`src/rtl/falu_issue_ctrl_pkg.sv`:
```
// Shared definitions for the FAlu issue controller: field widths, latency default
// and FSM state encodings.
package falu_issue_ctrl_pkg;

    localparam int MIC_OP_W     = 8;   // `MicOperateCode width
    localparam int ARCH_REG_W   = 5;   // `ArchRegBUs width
    localparam int FALU_LATENCY = 3;

    localparam logic [1:0] FIC_IDLE   = 2'd0;
    localparam logic [1:0] FIC_DRAIN  = 2'd1;
    localparam logic [1:0] FIC_SERIAL = 2'd2;

endpackage

```
`src/rtl/falu_shadow_pipe.sv`:
```
// Fixed-latency shadow of the FAlu pipeline carrying {valid, tag, serial} per stage;
// flush drops all valids while tags/serial bits simply keep shifting.
module falu_shadow_pipe #(
    parameter int LATENCY = 3,
    parameter int TAG_W   = 6
) (
    input  logic             clk,
    input  logic             rst_n,
    input  logic             flush,
    input  logic             ld_valid,
    input  logic             ld_serial,
    input  logic [TAG_W-1:0] ld_tag,
    output logic             any_valid,
    output logic             out_valid,
    output logic             out_serial,
    output logic [TAG_W-1:0] out_tag
);

    logic [LATENCY-1:0] vld;
    logic [LATENCY-1:0] ser;
    logic [TAG_W-1:0]   tag [LATENCY];

    always_ff @(posedge clk or negedge rst_n) begin
        if (!rst_n) begin
            vld <= '0;
            ser <= '0;
            for (int unsigned i = 0; i < LATENCY; i++) begin
                tag[i] <= '0;
            end
        end else begin
            vld[0] <= ld_valid & ~flush;
            ser[0] <= ld_serial;
            tag[0] <= ld_tag;
            for (int unsigned i = 1; i < LATENCY; i++) begin
                vld[i] <= vld[i-1] & ~flush;
                ser[i] <= ser[i-1];
                tag[i] <= tag[i-1];
            end
        end
    end

    assign any_valid  = |vld;
    assign out_valid  = vld[LATENCY-1];
    assign out_serial = ser[LATENCY-1];
    assign out_tag    = tag[LATENCY-1];

endmodule

```
`src/rtl/falu_issue_ctrl.sv`:
```
// Round-robin issue controller for the shared FAlu with FCSR0 serialisation
// (drain before issue, retire before anything else issues).
module falu_issue_ctrl
    import falu_issue_ctrl_pkg::*;
#(
    parameter int WIDTH_FALU = 32,
    parameter int LATENCY    = FALU_LATENCY,
    parameter int TAG_W      = 6
) (
    input  logic                  Clk,
    input  logic                  Rest,
    input  logic                  ReqValid0,
    input  logic                  ReqValid1,
    input  logic                  ReqSerial0,
    input  logic                  ReqSerial1,
    input  logic [MIC_OP_W-1:0]   ReqOp0,
    input  logic [MIC_OP_W-1:0]   ReqOp1,
    input  logic [TAG_W-1:0]      ReqTag0,
    input  logic [TAG_W-1:0]      ReqTag1,
    input  logic [ARCH_REG_W-1:0] ReqRd0,
    input  logic [ARCH_REG_W-1:0] ReqRd1,
    output logic                  ReqReady0,
    output logic                  ReqReady1,
    input  logic                  Flush,
    output logic                  FaluValid,
    output logic [MIC_OP_W-1:0]   FaluOp,
    output logic [ARCH_REG_W-1:0] FaluRd,
    output logic                  WbValid,
    output logic [TAG_W-1:0]      WbTag,
    output logic                  Busy
);

    generate
        if (LATENCY < 1 || LATENCY > 8 || WIDTH_FALU < 1) begin : g_bad_param
            $error("falu_issue_ctrl: LATENCY must be 1..8");
        end
    endgenerate

    logic [1:0] state, state_nxt;
    logic       last_gnt, ser_lane;
    logic       gnt0, gnt1, accept;
    logic       win, win_valid, win_serial;
    logic       pipe_any, pipe_empty;
    logic       wb_raw, wb_serial;

    assign win        = (ReqValid0 & ReqValid1) ? ~last_gnt : ReqValid1;
    assign win_valid  = ReqValid0 | ReqValid1;
    assign win_serial = win ? ReqSerial1 : ReqSerial0;
    assign pipe_empty = ~pipe_any & ~FaluValid;

    always_comb begin
        gnt0      = 1'b0;
        gnt1      = 1'b0;
        state_nxt = state;
        case (state)
            FIC_IDLE: begin
                if (win_valid) begin
                    if (!win_serial || pipe_empty) begin
                        gnt0 = ~win;
                        gnt1 = win;
                        if (win_serial) state_nxt = FIC_SERIAL;
                    end else begin
                        state_nxt = FIC_DRAIN;
                    end
                end
            end
            FIC_DRAIN: begin
                if (pipe_empty) begin
                    if (ser_lane ? ReqValid1 : ReqValid0) begin
                        gnt0      = ~ser_lane;
                        gnt1      = ser_lane;
                        state_nxt = FIC_SERIAL;
                    end else begin
                        state_nxt = FIC_IDLE;
                    end
                end
            end
            FIC_SERIAL: begin
                if (wb_raw && wb_serial) state_nxt = FIC_IDLE;
            end
            default: state_nxt = FIC_IDLE;
        endcase
        if (Flush) begin
            gnt0      = 1'b0;
            gnt1      = 1'b0;
            state_nxt = FIC_IDLE;
        end
    end

    assign accept    = gnt0 | gnt1;
    assign ReqReady0 = gnt0 & Rest;
    assign ReqReady1 = gnt1 & Rest;

    always_ff @(posedge Clk or negedge Rest) begin
        if (!Rest) begin
            state     <= FIC_IDLE;
            last_gnt  <= 1'b1;
            ser_lane  <= 1'b0;
            FaluValid <= 1'b0;
            FaluOp    <= '0;
            FaluRd    <= '0;
        end else begin
            state     <= state_nxt;
            FaluValid <= accept;
            if (accept) begin
                last_gnt <= gnt1;
                FaluOp   <= gnt1 ? ReqOp1 : ReqOp0;
                FaluRd   <= gnt1 ? ReqRd1 : ReqRd0;
            end
            if (state == FIC_IDLE && state_nxt == FIC_DRAIN) ser_lane <= win;
        end
    end

    falu_shadow_pipe #(
        .LATENCY (LATENCY),
        .TAG_W   (TAG_W)
    ) u_pipe (
        .clk        (Clk),
        .rst_n      (Rest),
        .flush      (Flush),
        .ld_valid   (accept),
        .ld_serial  (gnt1 ? ReqSerial1 : ReqSerial0),
        .ld_tag     (gnt1 ? ReqTag1 : ReqTag0),
        .any_valid  (pipe_any),
        .out_valid  (wb_raw),
        .out_serial (wb_serial),
        .out_tag    (WbTag)
    );

    // A flushed result must not retire even if it reaches the last stage this cycle.
    assign WbValid = wb_raw & ~Flush;
    assign Busy    = (state != FIC_IDLE) | pipe_any | FaluValid;

endmodule

```
`config.mk`:
```
export PLATFORM = sky130hd
export DESIGN_NAME = falu_issue_ctrl
export DESIGN_NICKNAME = d
export VERILOG_FILES = /design/src/rtl/falu_issue_ctrl_pkg.sv /design/src/rtl/falu_shadow_pipe.sv /design/src/rtl/falu_issue_ctrl.sv
export SDC_FILE = /design/constraint.sdc
export NUM_CORES = 1
export LEC_CHECK = 0
export ABC_AREA = 0
export CORE_UTILIZATION = 43
export CTS_CLUSTER_SIZE = 30
export DETAILED_ROUTE_END_ITERATION = 6
export PLACE_DENSITY = 0.9
export SYNTH_ARGS = -nofsm -noshare
export SYNTH_HDL_FRONTEND = slang
export SYNTH_SLANG_ARGS = --single-unit
```
`constraint.sdc`:
```
create_clock -name Clk -period 2.5 [get_ports Clk]
set_clock_uncertainty 0.05 [all_clocks]
set_input_delay 0.5 -clock Clk [delete_from_list [all_inputs] [get_ports Clk]]
set_output_delay 0.5 -clock Clk [all_outputs]
set_load 0.005 [all_outputs]
```
; Word level (Yosys, flattened, before mapping)
; Index checks and enable logic that the tools add are counted.
[op_classes]
add_sub_neg = 0
mul = 0
n_div = 0
order_cmp = 0
eq_ne = 3
n_shift = 0
mux = 27
bitwise_logic = 18
reduce_logical = 7
[op_table]
columns = operator, count
row1 = 2-to-1 mux 1 bit, 14
row2 = 2-to-1 mux 2 bit, 7
row3 = bitwise AND 1 bit, 8
row4 = 2-to-1 mux 8 bit, 1
row5 = 2-to-1 mux 6 bit, 1
row6 = NOT 1 bit, 6
row7 = one-hot mux 2 bit (3 select lines), 1
row8 = 2-to-1 mux 5 bit, 1
row9 = == test 2 x 1 -> 1 bit (second input constant), 2
row10 = bitwise OR 1 bit, 4
row11 = one-hot mux 1 bit (2 select lines), 2
row12 = OR reduction 3 bit, 1
row13 = == test 2 bit (second input constant), 1
row14 = logical AND 1 bit, 2
row15 = zero test 2 bit, 1
row16 = nonzero test 2 bit, 1
row17 = zero test 1 bit, 1
row18 = logical OR 1 bit, 1
[word_totals]
regBits = 42
latch_bits = 0
ramBits = 0
rom_bits = 0
out_inout_bits = 24
word_cells = 66
memories = 0

; Depth between registers and ports, before layout
[depth]
word_depth = 11
ltp_mapped = 7
ltp_nobuf = 4

; Cells and area by module
; Synthesis repeated with hierarchy kept, for this count alone.
[unflattened]
hier_cells = 136
area_unflattened_um2 = 1734.2
[by_module_without_submodules]
columns = mod, instances, cells_each, area_per_inst_um2, seq_area_each_um2
row1 = falu_issue_ctrl, 1, 102, 1063.5, 451.7
row2 = falu_shadow_pipe, 1, 34, 670.6, 600.6

; Least setup slack after synthesis
; OpenSTA, ideal clock, no wires.
[synth_path]
kind = register to output
from = register u_pipe.vld[2]
to = output port ReqReady1
arrival_time_ns = 1.781
path_slack_ns = 0.169
path_stages_with_launch = 7
path_buffers = 2
cell_sequence = dfrtp_1 > or4_4 > or2_2 > clkbuf_1 > buf_2 > nand2_1 > and3_1
[synth_between]
elab_chain_len = 9
word_cells_on_any_way = 10
cone_classes = mux (5) / bitwise (3) / reduce/logical (2)
[synth_lines]
columns = item, line_no
row1 = start: declaration, falu_shadow_pipe.sv:19  ; logic [LATENCY-1:0] vld;
row2 = start signal: indexed assignment, falu_shadow_pipe.sv:35  ; vld[i] <= vld[i-1] & ~flush;
row3 = OR reduction 3 bit (*), falu_shadow_pipe.sv:42  ; assign any_valid = |vld;
row4 = NOT 1 bit (*), falu_issue_ctrl.sv:49  ; assign pipe_empty = ~pipe_any & ~FaluValid;
row5 = bitwise AND 1 bit (*), falu_issue_ctrl.sv:49
row6 = logical OR 1 bit, falu_issue_ctrl.sv:58  ; if (!win_serial || pipe_empty) begin
row7 = 2-to-1 mux 1 bit, falu_issue_ctrl.sv:58
row8 = 2-to-1 mux 1 bit, falu_issue_ctrl.sv:57  ; if (win_valid) begin
row9 = one-hot mux 1 bit (2 select lines) (*), falu_issue_ctrl.sv:55  ; case (state)
row10 = 2-to-1 mux 1 bit (*), falu_issue_ctrl.sv:83  ; if (Flush) begin
row11 = bitwise AND 1 bit (*), falu_issue_ctrl.sv:92  ; assign ReqReady1 = gnt1 & Rest;
row12 = end: declaration, falu_issue_ctrl.sv:23  ; output logic ReqReady1,
; Every way passes the cells marked *; elsewhere a longest branch is shown, timed or not.

; Worst setup path in the final report
[layout_path]
from = register FaluValid
to = output port ReqReady1
[layout_between]
elab_chain_len = 8
word_cells_on_any_way = 9
cone_classes = mux (5) / bitwise (3) / reduce/logical (1)
[layout_lines]
columns = item, line_no
row1 = start: declaration, falu_issue_ctrl.sv:25  ; output logic FaluValid,
row2 = start signal: assignment, falu_issue_ctrl.sv:104  ; FaluValid <= accept;
row3 = NOT 1 bit (*), falu_issue_ctrl.sv:49
row4 = bitwise AND 1 bit (*), falu_issue_ctrl.sv:49
row5 = logical OR 1 bit, falu_issue_ctrl.sv:58
row6 = 2-to-1 mux 1 bit, falu_issue_ctrl.sv:58
row7 = 2-to-1 mux 1 bit, falu_issue_ctrl.sv:57
row8 = one-hot mux 1 bit (2 select lines) (*), falu_issue_ctrl.sv:55
row9 = 2-to-1 mux 1 bit (*), falu_issue_ctrl.sv:83
row10 = bitwise AND 1 bit (*), falu_issue_ctrl.sv:92
; Marks and branches as above.

==> summary.md <==
| Metric | Value |
|---|---|
| Status | completed |
| CP peak stage delay | 580 ps |
| Unique masters post-synth | 37 |
| Mapped Cells | 158 |
| Post-route ant nets | 0 |
| Critical R2R Capture | last_gnt |
| Hold Crit Class | reg2reg |
| Hold_sp | u_pipe.tag[13] |
| Ys async rst share | 100% |
| Metal1 wirelength | 1.84 mm |
| Final Wtd Congestion | 0.826 |
| Max_slew headroom | 51.2% |
| First DRT Iteration DRCs | 83 |
| Worst reg2reg path depth | 13 |
| Max clock buf depth | 2 |
| Post-Route WL | 4.35 mm |
| CTS Buf Count | 5 |
| Number of max-cap violations | 0 |
| WL/cell | 14.5 µm |
| Achievable frequency | 401 MHz |
| Crit-path cells | or4_4 -> a211o_1 -> nand2_2 -> and3_4 -> buf_6 |
| Worst path arrival time | 1940 ps |
| Layout cells sized above 1 | 23.3% |
| DR WL met2 | 2.16 mm |
| Leakage power total | 1.35 nW |
| Total track usage | 21.2% |
| Die area | 4460 µm² |
| Mapped Avg Cell Area | 11.4 µm² |
| Fillers | 325 |
| Max Used Layer | met4 |
| Seq/Total Area, Yosys | 58.2% |
| DP Wirelength | 2.91 mm |
| CP Launch Point | FaluValid |
| Worst VDD drop | 570 µV |
| Die extent in x | 66.8 µm |
| Remaining routing DRC violations | 0 |
| Internal power | 0.00167 W |
| Number of global-route vias before repair | 1456 |
| Net Sw Power | 0.000704 W |
| RR Startpoint | FaluValid |
| Register bit count reported by yosys | 42 |
| CP endpoint kind | primary output |
| Layout area overhead | 55.1% |
| Boundary pin count | 69 |
| RSZ-0062 raised after global routing | true |
| CTS tree | done |
| Layout Utilization | 69.6% |
| Max stage delay cell, worst path | or4_4 |
| H-Tree Depth | 2 |
| Pre-antenna DRT Iters | 4 |
| Core area | 4030 µm² |
| Nets | 293 |
| Switching share of power | 29.6% |
| Worst slew pin tran | 727 ps |
| Crit share post-route | 99.7% |
| Ys flop type | dfrtp_1 |
| Final hold viol count | 0 |
| Critical path class | reg2out |
| Syn. warnings | 0 |
| Synth Cell Area | 1810 µm² |
| Final setup viols | 0 |
| Tot Pwr | 0.00238 W |
| Post-synth EDFFs | 0 |
| Detail Route met3 WL | 257 µm |
| CP Launch Type | flop |
| Number of port buffers | 68 |
| Root Buffer Master | clkbuf_8 |
| Reg2Reg Setup Slack | 40 ps |
| Vias per std cell | 5.11 |
| CTS Sinks | 42 |
| Worst Setup EP | ReqReady1 |
| Chip height | 66.8 µm |
| Syn nets | 203 |
| Power Dens Cells | 848 nW/µm² |
| Post-route minimum period | 2490 ps |
| Overflow after GRT | 0 |
| Max FO, Critical Path | 4 |
| Ant diodes | 0 |
| Final-report max-slew violation count | 0 |
| Rows | 23 |
| Clk Latency, worst-skew pair | 300 ps |
| Comb pwr share | 40.1% |
| Power share of the clock group | 18.8% |
| CP Data Required Time | 1950 ps |
| Largest net degree at the start of global routing | 39 |
| First-pass GRT wire length | 6.78 mm |
| Clock transition at path regs | 80 ps |
| Initial antenna violation count | 0 |
| Part of the power in registers | 41.2% |
| Via count | 1529 |
| Initial Util | 44.8% |
-- routing by layer --
| metal | track usage [%] | vias to the layer above |
|---|---|---|
| met4 | 7.98 | 0 |
| met5 | 0 | - |
| met3 | 5.99 | 10 |
| met1 | 26.8 | 732 |
| li1 | - | 736 |
| met2 | 34.2 | 51 |
-- cell families after synthesis --
family,count (synthesis),synth area share [%]
and+or+nand+nor,49,14.4
DFF,42,58.2
AOI/OAI and AO/OA,39,16.1
buffers and inverters,19,5.68
muxes,9,5.54
-- cell usage in the layout, fill, tap and decap left out, types with 2 or more instances in the layout --
cell type,instances
nand2_1,15
clkdlybuf4s50_1,62
clkbuf_8,5
and3_1,14
buf_6,2
nor2b_1,3
dlygate4sd2_1,2
nor2_1,4
mux2_2,8
buf_4,28
inv_1,4
a21oi_1,13
dfrtp_1,41
a211o_1,14
-- power groups by stage --
stage	Combinational (W)	Clock, W	Sequential, W
5_1_grt	0.00102	0.000491	0.00100
2_1_floorplan	0.000375	0	0.000976
3_3_place_gp	0.000837	0	0.000982
3_5_place_dp	0.000859	0	0.000983
6_report	0.000952	0.000446	0.000978
4_1_cts	0.000920	0.000460	0.000975
-- timing repair --
item                                   4_1_cts  5_1_grt
hold buffers                                 1        0
buffers inserted                             9        1
pin swaps                                    4        1
endpoints found under the hold margin        4        0
setup endpoints to repair                    3        4
resized for setup                            9        7
-- synth_stat cells (all sizes together) (2+ instances only) --
library cell | n | area (µm²)
a211o | 14 | 123
a21oi | 13 | 65.1
clkbuf | 7 | 26.3
inv | 4 | 15.0
nor2b | 3 | 18.8
dfrtp | 41 | 1030
nor2 | 5 | 18.8
nand2 | 16 | 60.1
mux2 | 8 | 90.1
a211oi | 2 | 20.0
or4 | 2 | 18.8
buf | 8 | 61.3
and3 | 15 | 93.8
o21ai | 2 | 10.0
-- critical path: cells and delay by family (launching register included) --
| family | cells | cell delay [ps] |
|---|---|---|
| flops | 1 | 380 |
| buf+inv | 1 | 90 |
| compound gates | 1 | 320 |
| simple gates | 3 | 850 |
-- area by class of cell --
class | instances | area (µm²) | area share (%)
inverters | 4 | 15.0 | 0.536
multi-input cells | 97 | 671 | 23.9
repair buffers | 98 | 908 | 32.4
clock inverters | 3 | 25.0 | 0.893
clock buffers | 5 | 68.8 | 2.46
flip-flops and latches | 42 | 1050 | 37.5
well taps | 50 | 62.6 | 2.23
-- through the flow --
step	hold WS [ps]	worst slack [ps]	cell area [µm²]	std cells	TNS [ps]
2_1_floorplan	154	169	1810	158	0
3_3_place_gp	281	-317	2600	280	-622
3_5_place_dp	285	-343	2600	280	-650
4_1_cts	304	0.350	2770	298	0
5_1_grt	311	-33.4	2800	299	-72.8
6_report	302	8.37	2800	299	0
-- worst min-delay path by stage --
| stage | endpoint | cells after the start |
|---|---|---|
| 3_3_place_gp | FaluOp[3] | 1 |
| 2_1_floorplan | FaluOp[0] | 0 |
| 3_5_place_dp | u_pipe.out_tag[2] | 0 |
| 6_report | u_pipe.tag[7] | 0 |
| 4_1_cts | u_pipe.tag[11] | 0 |
| 5_1_grt | u_pipe.ser[1] | 0 |
-- registers in the layout (all words and copies together) (netlist names), 2 cells and up --
register / flops
u_pipe.tag: 12
FaluOp: 8
u_pipe.out_tag: 6
FaluRd: 5
u_pipe.ser: 3
u_pipe.vld: 3
state: 2
(Power assumes the default switching activity.)
